**src/rtl/crc_pkg.sv**
```systemverilog
// ---------------------------------------------------------------------------
// crc_pkg
//
// Shared definitions for the streaming CRC engine:
//   - crc_state_e           : engine state encoding (IDLE / BUSY / DONE)
//   - CRC32_POLY_REFL       : reflected CRC-32 (IEEE 802.3) generator
//   - CRC16_CCITT_POLY_REFL : reflected CRC-16/CCITT generator
//   - bpc_divides()         : elaboration-time check that the bits folded
//                             per cycle split a message word evenly
// ---------------------------------------------------------------------------
package crc_pkg;

    typedef enum logic [1:0] {
        IDLE = 2'd0,
        BUSY = 2'd1,
        DONE = 2'd2
    } crc_state_e;

    localparam logic [31:0] CRC32_POLY_REFL       = 32'hEDB8_8320;
    localparam logic [15:0] CRC16_CCITT_POLY_REFL = 16'h8408;

    // True when bpc is a non-zero divisor of data_w, i.e. a word breaks into
    // a whole number of fold chunks.
    function automatic bit bpc_divides(input int data_w, input int bpc);
        return (bpc > 0) && (bpc <= data_w) && ((data_w % bpc) == 0);
    endfunction

endpackage

```
**src/rtl/crc_fold_step.sv**
```systemverilog
// ---------------------------------------------------------------------------
// crc_fold_step
//
// Purely combinational fold of BPC message bits into a reflected (LSB-first)
// CRC register. Bit data_in[0] is applied first.
//
// Parameters:
//   CRC_W   CRC register width
//   POLY    reflected generator polynomial, CRC_W bits
//   BPC     number of message bits folded in one step
//
// Ports:
//   crc_in   [CRC_W-1:0]  register value before the fold
//   data_in  [BPC-1:0]    message bits, LSB applied first
//   crc_out  [CRC_W-1:0]  register value after all BPC bits are applied
// ---------------------------------------------------------------------------
module crc_fold_step
    import crc_pkg::*;
#(
    parameter int                 CRC_W = 32,
    parameter logic [CRC_W-1:0]   POLY  = CRC_W'(CRC32_POLY_REFL),
    parameter int                 BPC   = 1
) (
    input  logic [CRC_W-1:0] crc_in,
    input  logic [BPC-1:0]   data_in,
    output logic [CRC_W-1:0] crc_out
);

    logic [CRC_W-1:0] acc;

    // Unrolled chain of single-bit LFSR steps: the feedback bit is the
    // register LSB XOR the incoming message bit, and a set feedback bit
    // XORs the polynomial into the right-shifted register.
    always_comb begin
        acc = crc_in;
        for (int i = 0; i < BPC; i++) begin
            if (acc[0] ^ data_in[i]) begin
                acc = (acc >> 1) ^ POLY;
            end else begin
                acc = acc >> 1;
            end
        end
        crc_out = acc;
    end

endmodule

```
**src/rtl/crc_stream_engine.sv**
```systemverilog
// ---------------------------------------------------------------------------
// crc_stream_engine
//
// Streaming CRC engine. Message words arrive under a valid/ready handshake
// with an end-of-message marker; each word is folded BPC bits per cycle into
// a running CRC register, and the finished CRC (register ^ XOROUT) is
// returned under a second valid/ready handshake.
//
// Parameters:
//   CRC_W   CRC register width (8..64)
//   POLY    reflected generator polynomial
//   INIT    register value at the start of every message
//   XOROUT  value XORed into the register to form the result
//   DATA_W  message word width
//   BPC     bits folded per cycle; must divide DATA_W
//
// Ports:
//   clk        clock, rising edge
//   rst        synchronous active-high reset
//   in_valid   input word valid
//   in_ready   engine accepts a word this cycle (from state only)
//   in_data    message word, consumed LSB first
//   in_last    word is the final word of its message
//   out_valid  registered result valid, held until accepted
//   out_ready  consumer accepts the result
//   out_crc    registered final CRC
// ---------------------------------------------------------------------------
module crc_stream_engine
    import crc_pkg::*;
#(
    parameter int                 CRC_W  = 32,
    parameter logic [CRC_W-1:0]   POLY   = CRC_W'(CRC32_POLY_REFL),
    parameter logic [CRC_W-1:0]   INIT   = '1,
    parameter logic [CRC_W-1:0]   XOROUT = '1,
    parameter int                 DATA_W = 8,
    parameter int                 BPC    = 1
) (
    input  logic              clk,
    input  logic              rst,
    input  logic              in_valid,
    output logic              in_ready,
    input  logic [DATA_W-1:0] in_data,
    input  logic              in_last,
    output logic              out_valid,
    input  logic              out_ready,
    output logic [CRC_W-1:0]  out_crc
);

    localparam int N     = DATA_W / BPC;
    localparam int CNT_W = (N > 1) ? $clog2(N) : 1;
    localparam logic [CNT_W-1:0] CNT_LAST = CNT_W'(N - 1);

    if (!bpc_divides(DATA_W, BPC)) begin : g_bad_bpc
        $error("crc_stream_engine: BPC must divide DATA_W");
    end

    if ((CRC_W < 8) || (CRC_W > 64)) begin : g_bad_width
        $error("crc_stream_engine: CRC_W must be in 8..64");
    end

    crc_state_e        state_q, state_d;
    logic [CRC_W-1:0]  crc_q, crc_d;
    logic [DATA_W-1:0] shift_q, shift_d;
    logic [CNT_W-1:0]  cnt_q, cnt_d;
    logic              last_q, last_d;
    logic              msg_active_q, msg_active_d;
    logic              out_valid_q, out_valid_d;
    logic [CRC_W-1:0]  out_crc_q, out_crc_d;

    logic [CRC_W-1:0]  crc_fold;
    logic              last_chunk;
    logic              accept;

    crc_fold_step #(
        .CRC_W (CRC_W),
        .POLY  (POLY),
        .BPC   (BPC)
    ) u_fold (
        .crc_in  (crc_q),
        .data_in (shift_q[BPC-1:0]),
        .crc_out (crc_fold)
    );

    always_ff @(posedge clk) begin
        if (rst) begin
            state_q      <= IDLE;
            crc_q        <= INIT;
            shift_q      <= '0;
            cnt_q        <= '0;
            last_q       <= 1'b0;
            msg_active_q <= 1'b0;
            out_valid_q  <= 1'b0;
            out_crc_q    <= '0;
        end else begin
            state_q      <= state_d;
            crc_q        <= crc_d;
            shift_q      <= shift_d;
            cnt_q        <= cnt_d;
            last_q       <= last_d;
            msg_active_q <= msg_active_d;
            out_valid_q  <= out_valid_d;
            out_crc_q    <= out_crc_d;
        end
    end

    // Next-state and datapath logic. in_ready depends only on registered
    // state so it never combinationally follows in_valid. While the final
    // chunk of a non-final word is folding, a new word may be accepted in
    // the same cycle, which keeps back-to-back words at one per N cycles.
    always_comb begin
        state_d      = state_q;
        crc_d        = crc_q;
        shift_d      = shift_q;
        cnt_d        = cnt_q;
        last_d       = last_q;
        msg_active_d = msg_active_q;
        out_valid_d  = out_valid_q;
        out_crc_d    = out_crc_q;

        last_chunk = (cnt_q == CNT_LAST);

        in_ready = 1'b0;
        unique case (state_q)
            IDLE:    in_ready = 1'b1;
            BUSY:    in_ready = last_chunk && !last_q;
            DONE:    in_ready = 1'b0;
            default: in_ready = 1'b0;
        endcase

        accept = in_valid && in_ready;

        unique case (state_q)
            IDLE: begin
                // Outside a message the register must sit at INIT; inside
                // one (word gap) the running CRC is kept.
                if (!msg_active_q) begin
                    crc_d = INIT;
                end
                if (accept) begin
                    shift_d      = in_data;
                    last_d       = in_last;
                    cnt_d        = '0;
                    msg_active_d = 1'b1;
                    state_d      = BUSY;
                end
            end

            BUSY: begin
                crc_d   = crc_fold;
                shift_d = shift_q >> BPC;
                cnt_d   = cnt_q + 1'b1;
                if (last_chunk) begin
                    cnt_d = '0;
                    if (last_q) begin
                        out_crc_d    = crc_fold ^ XOROUT;
                        out_valid_d  = 1'b1;
                        msg_active_d = 1'b0;
                        state_d      = DONE;
                    end else if (accept) begin
                        shift_d = in_data;
                        last_d  = in_last;
                    end else begin
                        state_d = IDLE;
                    end
                end
            end

            DONE: begin
                if (out_ready) begin
                    out_valid_d = 1'b0;
                    crc_d       = INIT;
                    last_d      = 1'b0;
                    state_d     = IDLE;
                end
            end

            default: begin
                state_d = IDLE;
            end
        endcase
    end

    assign out_valid = out_valid_q;
    assign out_crc   = out_crc_q;

endmodule

```
**config.mk**
```make
export PLATFORM = sky130hd
export DESIGN_NAME = crc_stream_engine
export DESIGN_NICKNAME = d
export VERILOG_FILES = /design/src/rtl/crc_pkg.sv /design/src/rtl/crc_fold_step.sv /design/src/rtl/crc_stream_engine.sv
export SDC_FILE = /design/constraint.sdc
export NUM_CORES = 1
export LEC_CHECK = 0
export BUFFER_PORTS_ARGS = -buffer_cell sky130_fd_sc_hd__buf_2
export CAP_MARGIN = 30
export CORE_ASPECT_RATIO = 1.2
export CORE_MARGIN = 1.5
export CORE_UTILIZATION = 51
export DETAILED_ROUTE_END_ITERATION = 6
export GPL_TIMING_DRIVEN = 0
export PLACE_DENSITY = 0.87
export SETUP_SLACK_MARGIN = 0.5
export SYNTH_ARGS = -nofsm -noshare
export SYNTH_HDL_FRONTEND = slang
export SYNTH_SLANG_ARGS = --single-unit
```
**constraint.sdc**
```tcl
create_clock -name clk -period 2 [get_ports clk]
set_clock_uncertainty 0.2 [all_clocks]
set_input_delay 0.1 -clock clk [delete_from_list [all_inputs] [get_ports clk]]
set_output_delay 0.1 -clock clk [all_outputs]
set_load 0.02 [all_outputs]
```
==> impl_summary.md, run 1 <==
Worst setup path
Broken down by cell family, the worst path's largest delay share belongs to flip-flops. The cell count of the worst reg-to-reg path is 7. For this run, the slowest stage of the critical path takes 0.35 ns. The endpoint identified for the worst register-to-register timing path is shift_q[4]. The worst setup path is launched from a register.

The signal on the critical path passes through ha_4 -> ha_4 -> nor2b_4 -> a21boi_2 -> buf_6 -> mux2i_1 -> a211oi_1. The number of buffers and inverters on the critical path is 1. STA classifies the critical path endpoint as a register.

The data arrival time at the worst-slack endpoint is 2.05 ns. The startpoint of the worst register-to-register path is cnt_q[0]. In this run the worst path has a maximum fanout of 8.

Setup slack on the worst reg-to-reg path comes out at -0.04 ns. For the worst setup path, the data required time is 2.01 ns. By startpoint and endpoint, the worst setup path is classified as reg -> reg.

The most frequent cell on the critical path is ha_4. For this design, the slowest cell found on the critical path is dfxtp_2.

CTS
TritonCTS built the clock tree. The clock-pin slew on the worst setup and hold paths is 0.08 ns. The number of buffers added by the clock tree synthesis step is 9. The tree is rooted in a clkbuf_8.

The maximum number of buffers from clock root to sink is 2. For this design, the sink count on the clock tree is 80. Clock latency on the worst-skew pair, taken at its later pin, is 0.38 ns. The number of H-tree levels is 3.

Min path
The startpoint of the worst hold path is in_last. The path class of the tightest hold or removal check is in -> reg. The number of cells on the worst hold path is 4.

The worst hold endpoint is last_q.

Floorplan
The row count is 32. The floorplan step defined a die boundary enclosing 7020 µm². The floorplan step set the die height to 91.5 µm. For this configuration, the core starts out at a cell density of 52.2%. The die is 76.7 µm wide. The core area is 6370 µm². The number of primary I/O pins is 47.

Timing
The maximum achievable frequency is 491 MHz. Subtracting the final worst setup slack from the clock period gives 2.04 ns. In this run the tightest slew margin relative to its limit is 41.2%. The final setup TNS is -0.0361 ns. The final number of max-transition violations is 0. Setup violations remaining at the end of the flow were counted as 1. Setup repair after global routing could not meet its margin everywhere.

The pin slew with the least headroom to its limit is 0.882 ns. The part of the cycle the worst path needs is 102%. After layout, the worst setup slack is -0.0361 ns. The total count of hold-check failures in the final report is 0.

Run
The total of max-cap violations is 0.

Yosys
Synthesis produced a netlist with a net count of 361. The mean area per synthesized cell is 9.70 µm². In this run, synthesis produced a sequential element count of 80. During synthesis, Yosys emitted a total of 0 warnings.

The sequential cell area fraction in the yosys report is 48.2%. Summing every instance area after synthesis gives 3330 µm². The netlist uses 39 different library cells. Synthesis produced a netlist whose cell count is 343.

Routing
The detail-routed net length per standard cell is 23.4 µm. The residual DRC count is 0. The number of vias after detailed routing is 3419. For this block, the initial DRC count from the detailed router was 282. The first detailed-routing pass took 5 iterations. The sum of routed wire length over all layers is 12.9 mm. The detail route stage leaves a number of antenna-violating nets equal to 0. After detailed routing, the number of vias per cell comes to 6.21.

Final layout
For this run, the post-layout net count is 479. Compared with the post-synthesis result, the final layout area differs by 64.4%. Once layout is done, the placed cells without fillers occupy 5470 µm².

The area taken by multi-input logic gates is 2160 µm². The number of antenna diodes is 0. The fill cell total of the finished layout is 271. The number of cells in the finished layout apart from fillers is 551. In the final layout, flip-flops and latches occupy 1610 µm². Of the cells placed in the final design, the portion with a size suffix greater than 1 is 52.1%. Cells fill 85.9% of the core in the end.

Global routing
The number of global-route vias before repair was 3257. The number of antenna violations at the first check in global routing is 0. After global routing the overflow that remains totals 0. The overall fraction of global-route tracks in use is 31.0%. The first global-routing pass estimated 16.6 mm of wire. The largest net degree at the start of global routing is 14.

Placed design
The placed wire-length estimate is 5.17 mm. The total of buffers placed on input and output ports is 46. The standard cell area after detailed placement is 3930 µm². The placer congestion estimate is 0.758.

The post-placement cell count is 474.

Power and ir drop
The relative contribution of combinational cells to total power is 49.3%. Of the total power, the share spent switching nets is 36.5%. The relative contribution of sequential cells to total power is 28.7%. The analysis attributes to cell leakage a power of 2.16 nW. Cell internal power was estimated by the tool at 4.35 mW. The clock network fraction of total power is 22.0%. Power spread over the standard cell area amounts to 1250 nW/µm². Across the VDD grid, the largest voltage drop is 0.906 mV. Summed over all nets, the switching power comes to 2.51 mW. The total power draw is 6.86 mW.

Outcome
The run finished, with violations left. The checks that failed: setup timing.
## worst register-to-register path, stage by stage (launching register included)
cell and delay, ns:
dfxtp_2 0.35, ha_4 0.17, ha_4 0.18, nor2b_4 0.14, a21boi_2 0.21, buf_6 0.19
mux2i_1 0.31, a211oi_1 0.14
## worst max-delay path by stage
stage / from / to / slack, ns / depth (start not counted)
finish: cnt_q[0] / shift_q[4] / -0.04 / 7
global route: cnt_q[0] / shift_q[4] / -0.08 / 7
CTS: state_q[1] / crc_q[18] / 0.13 / 9
detailed placement: state_q[0] / crc_q[12] / 0.09 / 8
global placement: state_q[0] / crc_q[12] / 0.13 / 8
floorplan: state_q[0] / crc_q[9] / 0.23 / 8
## Yosys cell counts
master	n	area share, %
nor3b_1	19	4.3
xnor2_1	13	3.4
nor2b_1	2	0.38
buf_6	6	2.0
o2111a_1	1	0.34
nand2b_2	1	0.26
dfxtp_1	80	48
a31oi_1	1	0.19
nand2_1	8	0.90
xnor2_4	1	0.83
nand3_2	1	0.30
o32a_1	13	3.9
nand4b_1	1	0.26
buf_4	4	0.90
nand2b_1	4	0.75
mux2i_1	8	2.4
a21oi_1	15	2.3
inv_1	3	0.34
nand3b_4	1	0.60
and3_1	2	0.38
o31ai_1	1	0.23
nand3b_1	1	0.23
nor3_1	2	0.30
a211oi_1	31	7.0
a311oi_1	1	0.26
o21ai_0	1	0.15
or3_1	2	0.38
a21o_1	1	0.23
nand3_1	1	0.15
nor2b_4	1	0.41
ha_1	5	1.9
o21ai_2	1	0.26
clkbuf_1	11	1.2
a21boi_1	1	0.23
o21bai_1	19	4.3
o21a_1	3	0.68
a32oi_1	1	0.26
buf_2	9	1.4
nor2_1	67	7.6
## through the flow
| step | hold WS [ns] | worst slack, ns |
|---|---|---|
| after floorplan | 0.0135 | 0.233 |
| after global placement | 0.117 | 0.130 |
| after detailed placement | 0.125 | 0.0891 |
| after CTS | 0.0223 | 0.127 |
| after global routing | 0.0458 | -0.0836 |
| final | 0.0277 | -0.0361 |
## area by class of cell
type	count	area share, %
clock inverters	5	1.90
multi-input cells	230	39.5
repair buffers	107	18.0
clock buffers	11	2.59
flip-flops and latches	80	29.4
well taps	85	1.95
plain buffers	30	6.29
inverters	3	0.297
## state kept, by name, indices dropped and copies added (netlist names)
name,cells
last_q,1
crc_q,32
cnt_q,3
out_valid,1
state_q,2
shift_q,8
out_crc,32
msg_active_q,1
## power groups by stage
stage          logic, mW  registers (mW)  clock network, mW
2_1_floorplan       1.32            1.91                  0
3_3_place_gp        1.57            1.94                  0
3_5_place_dp        1.61            1.95                  0
4_1_cts             2.43            1.93               1.45
5_1_grt             3.47            1.98               1.56
6_report            3.38            1.97               1.51
## repair_timing
action	4_1_cts	5_1_grt
buffers inserted	26	13
gates cloned	7	4
resized for setup	74	80
setup endpoints to repair	81	81
hold buffers	11	0
pin swaps	17	37
hold endpoints to repair	13	0
## layer usage
| layer | vias to the layer above | global-route usage (%) | wire, µm |
|---|---|---|---|
| met5 | - | 0 | 0 |
| met4 | 0 | 18.4 | 716 |
| met3 | 64 | 5.33 | 863 |
| met2 | 219 | 54.0 | 6440 |
| met1 | 1683 | 35.1 | 4890 |
| li1 | 1453 | - | - |
## cells in the final DEF, fill, tap and decap left out, types with 3 or more instances in the layout
cell	netlist	layout
nor2_1	67	37
buf_8	0	6
nor2b_4	1	3
mux2i_1	8	7
nand2_1	8	7
o21bai_1	19	19
nor2_4	0	20
buf_12	0	10
buf_4	4	19
dfxtp_1	80	76
buf_16	0	4
clkbuf_8	0	11
buf_2	9	47
ha_4	0	4
a21oi_1	15	9
a211oi_1	31	7
dfxtp_2	0	3
buf_6	6	26
nor3b_2	0	16
a211oi_2	0	22
bufinv_16	0	3
nor2_2	0	10
clkbuf_16	0	4
o32a_1	13	13
a21oi_2	0	6
clkbuf_1	11	9
xnor2_1	13	13
dlygate4sd3_1	0	11
## logic make-up (layout without fill, tap and decap cells)
logic type / count (synthesis) / in the layout / share of synthesized area, %
simple gates: 113 / 113 / 17.2
compound gates: 90 / 90 / 20.3
flops: 80 / 80 / 48.2
buf+inv: 33 / 156 / 5.87
xor+xnor: 14 / 14 / 4.25
mux: 8 / 8 / 2.41
fa+ha+maj: 5 / 5 / 1.88
No activity file was read; power rests on OpenSTA's default activity.
==> run 2, diff against run 1 <==
- CAP_MARGIN: 30 -> 20
- CORE_ASPECT_RATIO: 1.2 -> 1.5
- PLACE_DENSITY: 0.87 -> 0.8
==> run 2 against run 1 <==
Effect of this change: sequential power hardly changed; the run now ends clean; sequential share of layout area is 1.3 points higher; setup slack better by 0.045 ns; flip-flop and latch count stayed put; highest routed layer unchanged; non-clock buffer count is 5 lower; clock power is 12% lower; critical path depth is 1 higher; via count is 4.4% lower; largest cell class unchanged.
==> impl_summary.md, run 2 (synthesis results as in run 1) <==
CTS
The number of buffers added by the clock tree synthesis step is 9 (unchanged). The CTS tree is yes (unchanged). The number of H-tree levels is 3 (unchanged). The maximum number of buffers from clock root to sink was 2 (unchanged). The number of clock sinks seen by CTS is 80 (unchanged).

The clock latency reported for the late side of the worst-skew pair was 0.37 ns (was 0.38 ns). The buffer type at the clock tree root is clkbuf_8 (unchanged). The clock-pin slew on the worst setup and hold paths was 0.08 ns (about the same).

Worst setup path
The number of logic stages on the critical path including buffering is 8 (was 7). The launch point of the worst path is state_q[0] (was cnt_q[0]). The required time reported for the critical path endpoint is 2.06 ns (was 2.01 ns).

The end point of the critical path was shift_q[3] (was shift_q[4]). The slack of the worst reg-to-reg path is 0.009 ns (was -0.04 ns). The startpoint of the worst register-to-register path is state_q[0] (was cnt_q[0]). The category of the most critical setup path is reg -> reg (unchanged). The critical path's largest stage delay was 0.37 ns (was 0.35 ns). The family of cells with the greatest summed delay on the critical path is buffers and inverters (was flip-flops). The most frequent cell on the critical path is buf_6 (was ha_4). The cell with the biggest individual delay on the critical path is dfxtp_4 (was dfxtp_2). The biggest fanout along the worst timing path is 5 (was 8). The launching element type of the critical path is a register (unchanged). The data arrival time at the worst-slack endpoint came to 2.05 ns (about the same).

The cell count of the worst reg-to-reg path came to 8 (was 7). The number of buffers and inverters on the critical path was 5 (was 1). Chain of cells forming the critical path: buf_4 -> ha_4 -> buf_6 -> buf_6 -> o21a_1 -> buf_6 -> buf_6 -> a211oi_1 (was ha_4 -> ha_4 -> nor2b_4 -> a21boi_2 -> buf_6 -> mux2i_1 -> a211oi_1). The endpoint type of the worst setup path is a register (unchanged). The reg-to-reg endpoint was shift_q[3] (was shift_q[4]).

Timing
The maximum achievable frequency is 502 MHz (was 491 MHz). The part of the cycle the worst path needs came to 99.6% (was 102%). The final number of max-transition violations is 0 (unchanged).

The setup slack of the critical path after layout is 0.00899 ns (was -0.0361 ns). The final setup TNS is 0 ns (was -0.0361 ns). The pin slew with the least headroom to its limit is 0.780 ns (was 0.882 ns). The shortest clock period the worst path allows after layout came to 1.99 ns (was 2.04 ns). The worst relative slew slack is 48.0% (was 41.2%). RSZ-0062 raised after global routing: true (unchanged).

The total count of hold-check failures in the final report is 0 (unchanged). The worst hold margin is 0.0222 ns (was 0.0277 ns). The number of setup violations in the final report was 0 (was 1).

Run
The total of max-cap violations was 0 (unchanged).

Final layout
Commonest cells after routing, fill and taps aside: dfxtp_1, nor2_1, buf_2, a211oi_2, buf_6 (was dfxtp_1, buf_2, nor2_1, buf_6, a211oi_2). The area of all sequential standard cells is 1610 µm² (about the same). The post-layout instance area came to 5240 µm² (was 5470 µm²). The area growth from synthesis to layout is 57.6% (was 64.4%). The fill cell total of the finished layout was 311 (was 271).

The number of cells in the finished layout apart from fillers was 534 (was 551). The number of antenna diodes was 0 (unchanged). The utilization after layout is 84.3% (was 85.9%). The fraction of layout cells with a size suffix above 1 is 49.6% (was 52.1%). The most common cell after layout, fill and taps aside is dfxtp_1 (unchanged). The area taken by multi-input logic gates is 2080 µm² (was 2160 µm²).

The number of nets in the finished design is 474 (was 479).

Floorplan
The number of primary I/O pins is 47 (unchanged). The total die area is 7020 µm² (about the same). The core area came to 6220 µm² (was 6370 µm²). The row count came to 35 (was 32).

The vertical extent of the die is 102 µm (was 91.5 µm). The die width is 68.9 µm (was 76.7 µm). The starting density of the core is 53.5% (was 52.2%).

Global routing
The number of antenna violations at the first check in global routing was 0 (unchanged). The global-route wire length before repair is 16.5 mm (was 16.6 mm). The number of global-route vias before repair is 3164 (was 3257). The total grt overflow is 0 (unchanged). The overall fraction of global-route tracks in use is 32.5% (was 31.0%). The largest net degree at the start of global routing is 14 (unchanged).

Power and ir drop
The power per unit of standard cell area was 1190 nW/µm² (was 1250 nW/µm²). The relative contribution of combinational cells to total power was 46.9% (was 49.3%). The total power draw is 6.25 mW (was 6.86 mW).

The cell-internal power is 3.91 mW (was 4.35 mW). The switching power share of the total came to 37.4% (was 36.5%). The relative contribution of sequential cells to total power was 31.8% (was 28.7%).

The leakage power came to 2.10 nW (was 2.16 nW). The worst-case vdd ir drop came to 1.01 mV (was 0.906 mV). The clock network fraction of total power is 21.3% (was 22.0%).

The power spent charging and discharging nets is 2.34 mW (was 2.51 mW).

Placed design
The placed wire-length estimate came to 5.15 mm (was 5.17 mm). The post-placement cell count is 463 (was 474). The placer congestion estimate is 0.801 (was 0.758). The total of buffers placed on input and output ports is 46 (unchanged).

The standard cell area after detailed placement is 3910 µm² (was 3930 µm²). The minimum setup slack after placement is 0.0482 ns (was 0.0891 ns).

Routing
The vias per cell is 6.12 (was 6.21). The detail-routed net length per standard cell is 23.1 µm (was 23.4 µm). The number of nets still failing antenna checks after routing is 0 (unchanged).

The first-pass iteration count of the detailed router is 5 (unchanged). The number of vias after detailed routing is 3267 (was 3419). The sum of routed wire length over all layers is 12.3 mm (was 12.9 mm).

The initial detailed-routing violation count came to 199 (was 282). The residual DRC count is 0 (unchanged).

Outcome
Result of the run: completed (was finished, violations left).

Min path
The type of the worst min-delay path is in -> reg (unchanged).
-- run 2: cell count changes in the layout (fill, tap and decap cells not counted), moves of 4 or more --
cell	change
nor2_1	+13
nor3b_2	-6
buf_8	+4
buf_12	-5
buf_6	-4
nor2_4	-11
a21oi_2	+4
a211oi_1	-4
a211oi_2	+6
a21oi_1	-4
nor3b_1	+7
-- run 2: how the worst min path moves through the flow --
stage | from | endpoint | slack (ns) | depth (start not counted)
after floorplan | out_ready | out_valid | 0.01 | 1
after global placement | out_ready | out_valid | 0.12 | 2
after detailed placement | out_ready | out_valid | 0.13 | 2
after CTS | in_last | last_q | 0.03 | 5
after global routing | in_last | last_q | 0.02 | 4
final | in_last | last_q | 0.02 | 4
-- run 2: area by class of cell --
class,instances,share of cell area [%]
multi-input combinational,230,39.7
sequential,80,30.7
timing repair buffer,102,17.0
buffer,30,6.47
clock buffer,10,2.43
tap,74,1.77
clock inverter,5,1.55
inverter,3,0.310
-- run 2: metal layers --
layer  wire length, µm  track usage (%)
met3               722             7.49
met5                 0                0
met4              1010             22.3
met1              4430             35.8
met2              6170             53.8
-- run 2: worst min-delay path, stage by stage --
cell and delay [ns]:
buf_2 0.11, o2111a_1 0.15, nor3_2 0.13, nor3_2 0.06
-- run 2: power by group through the flow --
| stage | Clock, mW | Sequential, mW | Combinational (mW) |
|---|---|---|---|
| 3_3_place_gp | 0 | 1.94 | 1.60 |
| 6_report | 1.33 | 1.99 | 2.93 |
| 4_1_cts | 1.32 | 1.93 | 2.30 |
| 3_5_place_dp | 0 | 1.95 | 1.64 |
| 2_1_floorplan | 0 | 1.91 | 1.32 |
| 5_1_grt | 1.39 | 2.00 | 3.04 |
-- run 2: timing repair --
item                                    in CTS  in global routing
gates cloned                                 8                  1
buffers inserted                            27                  9
hold endpoints to repair                    12                  0
resized for setup                           88                 47
pin swaps                                   18                 14
endpoints found under the setup margin      81                 81
hold buffers                                11                  0
==> run 3, diff against run 2 <==
- CELL_PAD_IN_SITES_DETAIL_PLACEMENT: default -> 1
- CELL_PAD_IN_SITES_GLOBAL_PLACEMENT: default -> 1
- CORE_UTILIZATION: 51 -> 39
- PLACE_DENSITY: 0.8 -> 0.79
==> run 3 against run 2 <==
Effect of this change: the flow now finishes with violations (setup timing); die area is 30% higher; sequential power hardly changed; largest power group unchanged; cell area is 3.8% higher; setup slack worse by 0.043 ns; clock power is 20% higher; critical endpoint unchanged; first-iteration DRC count is 34% lower; via count is 3.3% lower; global-route usage is 5.2 points lower.
==> impl_summary.md, run 3 (synthesis results as in run 1) <==
Final layout
The area growth from synthesis to layout is 63.7% (was 57.6%). The fraction of layout cells with a size suffix above 1 is 50.8% (was 49.6%). The most common cell after layout, fill and taps aside is dfxtp_1 (unchanged). The number of nets in the finished design came to 473 (was 474).

The area of all sequential standard cells is 1610 µm² (about the same). The area taken by multi-input logic gates was 2130 µm² (was 2080 µm²). The number of cells in the finished layout apart from fillers came to 566 (was 534). Commonest cells after routing, fill and taps aside: dfxtp_1, buf_2, nor2_1, nor2_4, a211oi_2 (was dfxtp_1, nor2_1, buf_2, a211oi_2, buf_6).

The number of antenna diodes came to 0 (unchanged). The post-layout instance area is 5440 µm² (was 5240 µm²). The fill cell total of the finished layout came to 847 (was 311).

Power and ir drop
The worst-case vdd ir drop is 0.599 mV (was 1.01 mV). The power per unit of standard cell area is 1190 nW/µm² (about the same). The leakage power was 2.19 nW (was 2.10 nW).

Global routing
The total grt overflow is 0 (unchanged). The global-route wire length before repair is 18.3 mm (was 16.5 mm). The number of global-route vias before repair is 3284 (was 3164). The number of antenna violations at the first check in global routing came to 0 (unchanged). The overall fraction of global-route tracks in use is 27.3% (was 32.5%). The largest net degree at the start of global routing came to 13 (was 14).

Worst setup path
The data arrival time at the worst-slack endpoint is 2.05 ns (about the same). The category of the most critical setup path is reg -> reg (unchanged). Chain of cells forming the critical path: inv_4 -> ha_4 -> buf_8 -> buf_4 -> nand2b_4 -> o21a_1 -> buf_6 -> nor2_1 -> a211oi_1 (was buf_4 -> ha_4 -> buf_6 -> buf_6 -> o21a_1 -> buf_6 -> buf_6 -> a211oi_1).

The launching element type of the critical path is a register (unchanged). The biggest fanout along the worst timing path is 9 (was 5). The slack of the worst reg-to-reg path came to -0.03 ns (was 0.009 ns).

The cell with the biggest individual delay on the critical path is dfxtp_2 (was dfxtp_4). The number of buffers and inverters on the critical path is 4 (was 5). The family of cells with the greatest summed delay on the critical path is buffers and inverters (unchanged).

The endpoint type of the worst setup path is a register (unchanged). The critical path's largest stage delay is 0.36 ns (was 0.37 ns). The required time reported for the critical path endpoint is 2.02 ns (was 2.06 ns).

Placed design
The placed wire-length estimate is 5.96 mm (was 5.15 mm). The total of buffers placed on input and output ports was 46 (unchanged). The standard cell area after detailed placement is 3950 µm² (was 3910 µm²).

The post-placement cell count is 496 (was 463). The placer congestion estimate is 0.729 (was 0.801).

CTS
The maximum number of buffers from clock root to sink is 2 (unchanged). The clock-pin slew on the worst setup and hold paths is 0.06 ns (was 0.08 ns). The clock latency reported for the late side of the worst-skew pair came to 0.35 ns (was 0.37 ns). The CTS tree is yes (unchanged). The number of buffers added by the clock tree synthesis step is 9 (unchanged). The number of H-tree levels is 3 (unchanged).

The number of clock sinks seen by CTS came to 80 (unchanged). The buffer type at the clock tree root was clkbuf_16 (was clkbuf_8).

Floorplan
The die width is 78.4 µm (was 68.9 µm). The starting density of the core came to 39.8% (was 53.5%). The vertical extent of the die is 116 µm (was 102 µm).

The number of primary I/O pins was 47 (unchanged). The total die area is 9100 µm² (was 7020 µm²). The row count is 41 (was 35).

The core area is 8360 µm² (was 6220 µm²).

Timing
The number of setup violations in the final report is 2 (was 0). The pin slew with the least headroom to its limit was 0.852 ns (was 0.780 ns). The worst hold margin is 0.0628 ns (was 0.0222 ns). The part of the cycle the worst path needs came to 102% (was 99.6%). RSZ-0062 raised after global routing: true (unchanged).

The shortest clock period the worst path allows after layout is 2.03 ns (was 1.99 ns). The setup slack of the critical path after layout is -0.0341 ns (was 0.00899 ns). The maximum achievable frequency is 492 MHz (was 502 MHz). The final number of max-transition violations came to 0 (unchanged). The total count of hold-check failures in the final report is 0 (unchanged). The worst relative slew slack came to 43.2% (was 48.0%).

Routing
The sum of routed wire length over all layers is 13.9 mm (was 12.3 mm). The first-pass iteration count of the detailed router was 4 (was 5). The residual DRC count came to 0 (unchanged). The number of vias after detailed routing is 3158 (was 3267).

The number of nets still failing antenna checks after routing is 0 (unchanged). The vias per cell is 5.58 (was 6.12). The detail-routed net length per standard cell is 24.6 µm (was 23.1 µm).

The initial detailed-routing violation count came to 132 (was 199).

Outcome
Result of the run: finished, violations left (was completed). The checks that failed: setup timing.

Run
The total of max-cap violations is 0 (unchanged).

Min path
The type of the worst min-delay path is in -> reg (unchanged).
## run 3: changes by cell type in the layout (fill, tap and decap cells not counted), moves of 3 or more
cell / previous run / this run
nor2_1: 50 / 29
nor2_4: 9 / 27
clkbuf_16: 2 / 12
clkbuf_8: 10 / 2
nor3b_2: 10 / 3
nor3b_1: 8 / 14
a211oi_2: 28 / 24
a211oi_1: 3 / 6
buf_6: 22 / 19
mux2i_1: 5 / 8
nor2_2: 8 / 11
## run 3: layer usage
layer / vias to the layer above / track usage [%] / wire, µm
met5: - / 0 / 0
met4: 0 / 13.2 / 564
met3: 38 / 5.08 / 488
met2: 112 / 52.3 / 7560
met1: 1578 / 28.3 / 5320
li1: 1430 / - / -
## run 3: path summary, 6_finish.rpt
| check | from | endpoint | cells after the start |
|---|---|---|---|
| setup reg to reg | state_q[1] | shift_q[3] | 9 |
| setup / recovery | state_q[1] | shift_q[3] | 9 |
| hold / removal | in_last | last_q | 4 |
| hold reg to reg | out_crc[31] | out_crc[31] | 2 |
## run 3: area by class of cell
class | instances | share of cell area (%)
multi-input cells | 230 | 39.2
flip-flops and latches | 80 | 29.6
repair buffers | 101 | 17.0
plain buffers | 30 | 6.39
clock buffers | 12 | 4.71
well taps | 107 | 2.46
clock inverters | 3 | 0.322
inverters | 3 | 0.299
## run 3: timing repair
item | 4_1_cts | 5_1_grt
resized for setup | 101 | 49
hold buffers | 11 | 0
endpoints found under the setup margin | 81 | 81
cloned | 7 | 2
pin swaps | 22 | 19
hold endpoints to repair | 13 | 0
buffers inserted | 24 | 11
## run 3: worst register-to-register path, cell delays in order (launching register included)
cell and delay, ns:
dfxtp_2 0.36, inv_4 0.06, ha_4 0.16, buf_8 0.12
buf_4 0.17, nand2b_4 0.12, o21a_1 0.15, buf_6 0.15
nor2_1 0.07, a211oi_1 0.35
## run 3: report_power, final
group	internal [mW]	switching, mW
sequential	1.77	0.201
combinational	1.44	1.49
clock	0.899	0.687
## run 3: through the flow
step | power [mW] | worst slack, ns | setup TNS [ns] | utilization, %
floorplan | 3.23 | 0.233 | 0 | -
global placement | 3.58 | 0.0905 | 0 | 47.3
detailed placement | 3.62 | 0.0425 | 0 | 47.3
CTS | 5.93 | 0.112 | 0 | 61.1
global route | 6.67 | -0.0448 | -0.103 | 65.1
finish | 6.49 | -0.0341 | -0.0519 | 65.1
